===== src/rtl/i2c_slave_regfile.sv =====
// I2C slave exposing a NUM_REGS x 8 register file to an I2C master and a local host port.
// Bus lines are synchronised and glitch-filtered; protocol handling runs entirely on clk.
`timescale 1ns/1ps

module i2c_slave_regfile #(
    parameter logic [6:0] DEV_ADDR   = 7'h55,
    parameter int         NUM_REGS   = 16,
    parameter int         FILTER_LEN = 3
) (
    input  logic       clk,
    input  logic       start_rst,
    input  logic       scl_i,
    input  logic       sda_i,
    output logic       sda_oe,
    input  logic       host_we,
    input  logic [7:0] host_addr,
    input  logic [7:0] host_wdata,
    output logic [7:0] host_rdata,
    output logic       wr_strobe,
    output logic [7:0] wr_idx,
    output logic [7:0] wr_data,
    output logic       busy
);

    localparam int         CW       = (FILTER_LEN > 1) ? $clog2(FILTER_LEN) : 1;
    localparam logic [7:0] LAST_IDX = 8'(NUM_REGS - 1);

    typedef enum logic [2:0] {
        ST_IDLE, ST_ADDR, ST_IDX, ST_WRITE, ST_READ, ST_WAIT_STOP
    } state_t;

    logic [1:0] raw_in;
    logic [1:0] filt;
    logic [1:0] filt_prev_reg;

    assign raw_in = {sda_i, scl_i};

    // Bit 0 is SCL, bit 1 is SDA; each line gets its own synchroniser and filter.
    generate
        for (genvar gi = 0; gi < 2; gi++) begin : g_filter
            logic          sync1_reg, sync2_reg, filt_reg;
            logic [CW-1:0] cnt_reg;

            always_ff @(posedge clk or posedge start_rst) begin
                if (start_rst) begin
                    sync1_reg <= 1'b1;
                    sync2_reg <= 1'b1;
                    filt_reg  <= 1'b1;
                    cnt_reg   <= '0;
                end else begin
                    sync1_reg <= raw_in[gi];
                    sync2_reg <= sync1_reg;
                    if (sync2_reg == filt_reg) begin
                        cnt_reg <= '0;
                    end else if (cnt_reg == CW'(FILTER_LEN - 1)) begin
                        filt_reg <= sync2_reg;
                        cnt_reg  <= '0;
                    end else begin
                        cnt_reg <= cnt_reg + 1'b1;
                    end
                end
            end

            assign filt[gi] = filt_reg;
        end
    endgenerate

    logic scl_f, sda_f, scl_prev, sda_prev;
    logic scl_rise, scl_fall, start_det, stop_det;

    assign scl_f     = filt[0];
    assign sda_f     = filt[1];
    assign scl_prev  = filt_prev_reg[0];
    assign sda_prev  = filt_prev_reg[1];
    assign scl_rise  = scl_f & ~scl_prev;
    assign scl_fall  = ~scl_f & scl_prev;
    assign start_det = scl_f & scl_prev & sda_prev & ~sda_f;
    assign stop_det  = scl_f & scl_prev & ~sda_prev & sda_f;

    state_t     state_reg;
    logic [3:0] bit_cnt_reg;
    logic       rose_reg;
    logic [7:0] rx_reg;
    logic [6:0] tx_reg;
    logic [7:0] ptr_reg;
    logic       mack_reg;
    logic       sda_oe_reg;
    logic       wr_strobe_reg;
    logic [7:0] wr_idx_reg, wr_data_reg;

    logic       byte_done;
    logic       i2c_we;
    logic [7:0] ptr_wrap;
    logic [7:0] ptr_data;
    logic [7:0] regs [NUM_REGS];

    // A bit only counts once its SCL high phase has been seen, so the START's own SCL fall is skipped.
    assign byte_done = scl_fall & rose_reg & (bit_cnt_reg == 4'd7);
    assign i2c_we    = byte_done & (state_reg == ST_WRITE);
    assign ptr_wrap  = (ptr_reg == LAST_IDX) ? 8'd0 : ptr_reg + 8'd1;

    generate
        for (genvar gi = 0; gi < NUM_REGS; gi++) begin : g_regs
            logic [7:0] r_reg;

            // The I2C write takes priority when both ports hit the same index.
            always_ff @(posedge clk or posedge start_rst) begin
                if (start_rst) begin
                    r_reg <= 8'h00;
                end else if (i2c_we && ptr_reg == 8'(gi)) begin
                    r_reg <= rx_reg;
                end else if (host_we && host_addr == 8'(gi)) begin
                    r_reg <= host_wdata;
                end
            end

            assign regs[gi] = r_reg;
        end
    endgenerate

    always_comb begin
        host_rdata = 8'h00;
        ptr_data   = 8'h00;
        for (int i = 0; i < NUM_REGS; i++) begin
            if (host_addr == 8'(i)) host_rdata = regs[i];
            if (ptr_reg == 8'(i))   ptr_data   = regs[i];
        end
    end

    always_ff @(posedge clk or posedge start_rst) begin
        if (start_rst) begin
            filt_prev_reg <= 2'b11;
            state_reg     <= ST_IDLE;
            bit_cnt_reg   <= 4'd0;
            rose_reg      <= 1'b0;
            rx_reg        <= 8'h00;
            tx_reg        <= 7'h00;
            ptr_reg       <= 8'h00;
            mack_reg      <= 1'b0;
            sda_oe_reg    <= 1'b0;
            wr_strobe_reg <= 1'b0;
            wr_idx_reg    <= 8'h00;
            wr_data_reg   <= 8'h00;
        end else begin
            filt_prev_reg <= filt;
            wr_strobe_reg <= 1'b0;
            if (start_det) begin
                state_reg   <= ST_ADDR;
                bit_cnt_reg <= 4'd0;
                rose_reg    <= 1'b0;
                sda_oe_reg  <= 1'b0;
            end else if (stop_det) begin
                state_reg   <= ST_IDLE;
                bit_cnt_reg <= 4'd0;
                rose_reg    <= 1'b0;
                sda_oe_reg  <= 1'b0;
            end else if (state_reg != ST_IDLE) begin
                if (scl_rise) begin
                    rose_reg <= 1'b1;
                    if (bit_cnt_reg < 4'd8) begin
                        rx_reg <= {rx_reg[6:0], sda_f};
                    end else if (state_reg == ST_READ && !sda_oe_reg) begin
                        mack_reg <= ~sda_f;
                    end
                end else if (scl_fall && rose_reg) begin
                    rose_reg <= 1'b0;
                    if (bit_cnt_reg == 4'd7) begin
                        bit_cnt_reg <= 4'd8;
                        case (state_reg)
                            ST_ADDR: begin
                                if (rx_reg[7:1] == DEV_ADDR) begin
                                    sda_oe_reg <= 1'b1;
                                    mack_reg   <= 1'b1;
                                    state_reg  <= rx_reg[0] ? ST_READ : ST_IDX;
                                end else begin
                                    state_reg <= ST_IDLE;
                                end
                            end
                            ST_IDX: begin
                                if ({1'b0, rx_reg} < 9'(NUM_REGS)) begin
                                    sda_oe_reg <= 1'b1;
                                    ptr_reg    <= rx_reg;
                                    state_reg  <= ST_WRITE;
                                end else begin
                                    state_reg <= ST_WAIT_STOP;
                                end
                            end
                            ST_WRITE: begin
                                sda_oe_reg    <= 1'b1;
                                wr_strobe_reg <= 1'b1;
                                wr_idx_reg    <= ptr_reg;
                                wr_data_reg   <= rx_reg;
                                ptr_reg       <= ptr_wrap;
                            end
                            ST_READ: begin
                                sda_oe_reg <= 1'b0;
                                ptr_reg    <= ptr_wrap;
                            end
                            default: ;
                        endcase
                    end else if (bit_cnt_reg == 4'd8) begin
                        bit_cnt_reg <= 4'd0;
                        if (state_reg == ST_READ && mack_reg) begin
                            tx_reg     <= ptr_data[6:0];
                            sda_oe_reg <= ~ptr_data[7];
                        end else begin
                            sda_oe_reg <= 1'b0;
                            if (state_reg == ST_READ) state_reg <= ST_WAIT_STOP;
                        end
                    end else begin
                        bit_cnt_reg <= bit_cnt_reg + 4'd1;
                        if (state_reg == ST_READ) begin
                            sda_oe_reg <= ~tx_reg[6];
                            tx_reg     <= {tx_reg[5:0], 1'b0};
                        end
                    end
                end
            end
        end
    end

    assign sda_oe    = sda_oe_reg;
    assign wr_strobe = wr_strobe_reg;
    assign wr_idx    = wr_idx_reg;
    assign wr_data   = wr_data_reg;
    assign busy      = (state_reg != ST_IDLE);

endmodule


===== config.mk =====
export PLATFORM = sky130hd
export DESIGN_NAME = i2c_slave_regfile
export DESIGN_NICKNAME = d
export VERILOG_FILES = /design/src/rtl/i2c_slave_regfile.sv
export SDC_FILE = /design/constraint.sdc
export NUM_CORES = 1
export LEC_CHECK = 0
export CAP_MARGIN = 15
export CORE_ASPECT_RATIO = 1.25
export CORE_UTILIZATION = 40
export DETAILED_ROUTE_END_ITERATION = 7
export REMOVE_ABC_BUFFERS = 1
export SYNTH_ARGS = -nofsm -noshare
export SYNTH_HDL_FRONTEND = slang
export SYNTH_SLANG_ARGS = --single-unit

===== constraint.sdc =====
create_clock -name clk -period 6.85 [get_ports clk]
set_clock_uncertainty 0.2 [all_clocks]
set_input_delay 1.37 -clock clk [delete_from_list [all_inputs] [get_ports clk]]
set_output_delay 1.37 -clock clk [all_outputs]
set_load 0.02 [all_outputs]

==> results list, run 1 <==
- After synthesis, flip-flops and latches occupy 39.4% of the total area.
- The number of clock buffers added by TritonCTS is 17.
- Number of failing hold endpoints at the final stage: 0
- Area growth syn-to-layout: 9.41%
* Full die area: 31000 um^2
- Number of max-slew violations in the final report: 0
- The share of total power dissipated in combinational logic is 20.1%.
* Cell Rows: 70
- The later pin in the worst-skew pair is clocked with a latency of 0.45 ns.
- The final layout contains 1363 nets.
* Die span in x: 158 um
- Data arrives at the worst endpoint at 4.48 ns.
- In the layout the commonest cells are sky130_fd_sc_hd__dfrtp_1 (182), sky130_fd_sc_hd__nor2_1 (155), sky130_fd_sc_hd__a21oi_1 (152).
- After synthesis the netlist holds a flip-flop and latch count of 190.
* Most frequent CP cell: sky130_fd_sc_hd__clkdlybuf4s50_1
- Traced cell by cell, the critical path runs through clkdlybuf4s50_1 -> clkinv_1 -> buf_4 -> nand3_1 -> o211ai_1 -> a22oi_1 -> o221ai_1 -> clkdlybuf4s50_1.
- In this run the remaining antenna-violating nets after routing total 0.
- The number of cells on the worst reg-to-reg path is 5.
* Fraction of power spent switching nets: 34.7%
- The first global-routing pass estimated 65600 um of wire.
* Core outline area: 29500 um^2
- Ratio of final minimum period to clock period: 88.4%
- The longest clock path from root to sink contains 2 buffers.
- Measured against its own limit, the worst slew margin works out to 22.2%.
- Leaving out fill and tap cells, the most frequent cell in the layout is sky130_fd_sc_hd__dfrtp_1.
* Sequential share of power: 46.7%
- The initial utilization of the core area, before any placement, comes to 41.0%.
- The pre-antenna-repair detailed-routing pass consisted of 6 iterations.
* Maximum ir drop on the vdd rail: 0.000185 V
- DRC violations left: 0
* Clock network fraction of design power: 33.2%
- Top-level port count: 48
- Seq. cell area: 4760 um^2
- Setup violations remaining at the end of the flow were counted as 0.
* Switching power total: 1.06 mW
* Post-layout minimum cycle time: 6.05 ns
- H-Tree Level Count: 4
- Broken down by cell family, the worst path's largest delay share belongs to buffers and inverters.
- Maximum number of pins on one net before global-route repair: 149
- Worst path bufs/invs: 4
* CTS sink count: 190
- Summed over all failing endpoints, the final setup total negative slack is 0 ns.
* Highest-delay cell along the critical path: sky130_fd_sc_hd__clkdlybuf4s50_1
* Launch point of the worst path: host_addr[2]
* Buffers inserted during post-CTS setup optimization: 0
* Wire length after detailed routing: 43300 um
- Setup repair after global routing left no endpoint under its margin.
* Ant. Diodes: 0
- Slowest stage delay, CP: 0.71 ns
- FILL cells: 2877
- For this run, the total global-route usage over all layers was measured as 28.9%.
* Most used DFF post-synth: sky130_fd_sc_hd__dfrtp_1
- Via count of the routed design: 10900
- Highest attainable clock frequency: 165 MHz
- Summed over all layers, the global routing overflow is 0.
- Post-CTS sizing: 0
- Post-synthesis cell type count: 82
- IO Port Bufs: 47
* Post-route cell area: 13200 um^2
- Yosys mapped a number of flops with a built-in enable equal to 0.
- Area of placed instances: 12700 um^2
- The congestion estimate from routability-driven global placement came to 0.974.
* Footprint of the multi-input gates: 6640 um^2
- Vias per inst: 6.22
- Share of synthesized flip-flops with an asynchronous set or reset: 100%
- Max-cap violations: 0
* Hold bufs inserted after CTS: 0
- The critical path crosses 8 cells after its start point.
* Via count of the first global-routing pass: 10400
- Critical path class: in -> out
* Initial antenna violation count: 0
* Min-delay worst type: reg -> reg
* Transition at the pin with the smallest max-transition slack: 1.16 ns
- CP Data Required Time: 5.28 ns
* Count of warnings emitted by yosys: 0
* Count of mapped cells out of synthesis: 1361
- Share of post-route cells with drive strength above 1: 9.19%
* Sort of element at the end of the critical path: output port
* Pint: 2.00 mW
- For this block, the initial DRC count from the detailed router was 1295.
- The analysis attributes to cell leakage a power of 5.55 nW.
- Power per cell area: 232 nW/um^2
- Result of the run: complete, no violations
- Vertical extent of the die: 196 um
* Category of the worst setup path launch point: input pin
* Clock tree from TritonCTS: done
- Clock tree synthesis selected as its root buffer the cell sky130_fd_sc_hd__clkbuf_16.
* Hold Crit Depth: 0
- Mapped Avg Cell Area: 8.89 um^2
* Number of flip-flops under the largest register name: 128
* Launch point of the worst hold path: g_filter[0].sync1_reg$_DFF_PP1_
- In this run the worst path has a maximum fanout of 15.
- In this run the critical register-to-register path is launched from ptr_reg[4]$_DFFE_PP0P_.
- CTS clock-pin slew for the worst setup and hold paths: 0.07 ns
- In this run the cell area of the synthesized design comes to 12100 um^2.
- Average wire per standard cell: 24.8 um
* Half-perimeter wire length after detailed placement: 29200 um
==> metal layers <==
metal | wire length, um | GRT usage [%] | vias up
li1 | - | - | 4865
met1 | 17800 | 37.7 | 5286
met2 | 20100 | 45.7 | 554
met3 | 3050 | 4.53 | 147
met4 | 2310 | 15.5 | 0
met5 | 0 | 0 | -
==> metrics by stage <==
| step | worst slack [ns] | power [mW] | hold WS [ns] | util (%) | cells |
|---|---|---|---|---|---|
| global route | 0.670 | 3.18 | 0.159 | 44.8 | 1745 |
| CTS | 0.837 | 3.07 | 0.158 | 44.8 | 1745 |
| detailed placement | 0.843 | 2.06 | 0.148 | 42.9 | 1713 |
| floorplan | 0.123 | 1.74 | 0.145 | - | 1248 |
| global placement | 0.867 | 2.05 | 0.146 | 42.9 | 1713 |
| finish | 0.797 | 3.07 | 0.157 | 44.8 | 1745 |
==> Yosys cell counts (6+ instances only) <==
library cell / n / area (um^2)
sky130_fd_sc_hd__a211oi_1: 7 / 52.6
sky130_fd_sc_hd__a21oi_1: 152 / 761
sky130_fd_sc_hd__a221oi_1: 6 / 52.6
sky130_fd_sc_hd__a22oi_1: 7 / 52.6
sky130_fd_sc_hd__a31oi_1: 16 / 100
sky130_fd_sc_hd__a32oi_1: 6 / 52.6
sky130_fd_sc_hd__and3_1: 6 / 37.5
sky130_fd_sc_hd__buf_1: 9 / 33.8
sky130_fd_sc_hd__buf_2: 16 / 80.1
sky130_fd_sc_hd__clkbuf_1: 72 / 270
sky130_fd_sc_hd__clkbuf_8: 11 / 151
sky130_fd_sc_hd__dfrtp_1: 182 / 4550
sky130_fd_sc_hd__dfstp_2: 8 / 210
sky130_fd_sc_hd__ha_1: 6 / 75.1
sky130_fd_sc_hd__inv_1: 30 / 113
sky130_fd_sc_hd__mux2_2: 20 / 225
sky130_fd_sc_hd__mux2i_1: 147 / 1470
sky130_fd_sc_hd__mux4_2: 16 / 360
sky130_fd_sc_hd__nand2_1: 148 / 556
sky130_fd_sc_hd__nand2b_1: 7 / 43.8
sky130_fd_sc_hd__nand3_1: 32 / 160
sky130_fd_sc_hd__nand3b_1: 12 / 90.1
sky130_fd_sc_hd__nand4_1: 6 / 37.5
sky130_fd_sc_hd__nor2_1: 155 / 582
sky130_fd_sc_hd__nor2b_1: 18 / 113
sky130_fd_sc_hd__nor3_1: 18 / 90.1
sky130_fd_sc_hd__o211ai_1: 12 / 90.1
sky130_fd_sc_hd__o21ai_0: 95 / 475
sky130_fd_sc_hd__o221ai_1: 7 / 61.3
sky130_fd_sc_hd__o22ai_1: 15 / 93.8
sky130_fd_sc_hd__o31ai_1: 8 / 60.1
==> power groups by stage <==
stage / Combinational [mW] / Sequential [mW] / Clock, mW
2_1_floorplan: 0.334 / 1.41 / 0
3_3_place_gp: 0.605 / 1.45 / 0
3_5_place_dp: 0.612 / 1.45 / 0
4_1_cts: 0.613 / 1.43 / 1.03
5_1_grt: 0.665 / 1.45 / 1.06
6_report: 0.617 / 1.43 / 1.02
==> logic make-up (layout without fill, tap and decap cells) <==
family / after synthesis / count (layout) / share of synthesized area (%)
xor+xnor: 3 / 3 / 0.217
fa+ha+maj: 6 / 6 / 0.620
simple gates: 448 / 448 / 17.4
buf+inv: 145 / 133 / 5.83
compound gates: 386 / 386 / 19.5
mux: 183 / 183 / 17.0
flops: 190 / 190 / 39.4
==> path summary, 6_finish.rpt <==
kind,endpoint,slack [ns]
setup / recovery,host_rdata[3],0.80
hold / removal,g_filter[0].sync2_reg$_DFF_PP1_,0.16
setup reg to reg,g_regs[14].r_reg[3]$_DFFE_PP0P_,3.45
hold reg to reg,g_filter[0].sync2_reg$_DFF_PP1_,0.16
max in group asynchronous,g_regs[12].r_reg[0]$_DFFE_PP0P_,3.87
min in group asynchronous,wr_data[1]$_DFFE_PP0P_,1.36
==> final cells by class <==
class,instances,area share (%)
Clock buffer,20,3.45
Clock inverter,12,0.964
Inverter,32,0.964
Multi-Input combinational cell,1026,50.2
Sequential cell,190,36.0
Tap cell,396,3.74
Timing Repair Buffer,69,4.73
Note: power is estimated with default switching activity, not from simulation.
==> run 2: changes to the inputs <==
--- a/config.mk
+++ b/config.mk
@@ -5,6 +5,7 @@
 export SDC_FILE = /design/constraint.sdc
 export NUM_CORES = 1
 export LEC_CHECK = 0
+export ABC_CLOCK_PERIOD_IN_PS = 6850
 export CAP_MARGIN = 15
 export CORE_ASPECT_RATIO = 1.25
 export CORE_UTILIZATION = 40
==> results of run 2 <==
No change in the layout: final DEF, timing and power equal those of run 1.
==> run 3: changes to the inputs <==
--- a/config.mk
+++ b/config.mk
@@ -5,7 +5,6 @@
 export SDC_FILE = /design/constraint.sdc
 export NUM_CORES = 1
 export LEC_CHECK = 0
-export ABC_CLOCK_PERIOD_IN_PS = 6850
 export CAP_MARGIN = 15
 export CORE_ASPECT_RATIO = 1.25
 export CORE_UTILIZATION = 40
@@ -14,3 +13,4 @@
 export SYNTH_ARGS = -nofsm -noshare
 export SYNTH_HDL_FRONTEND = slang
 export SYNTH_SLANG_ARGS = --single-unit
+export TNS_END_PERCENT = 100
==> results of run 3 <==
No change in the layout: final DEF, timing and power equal those of run 1.
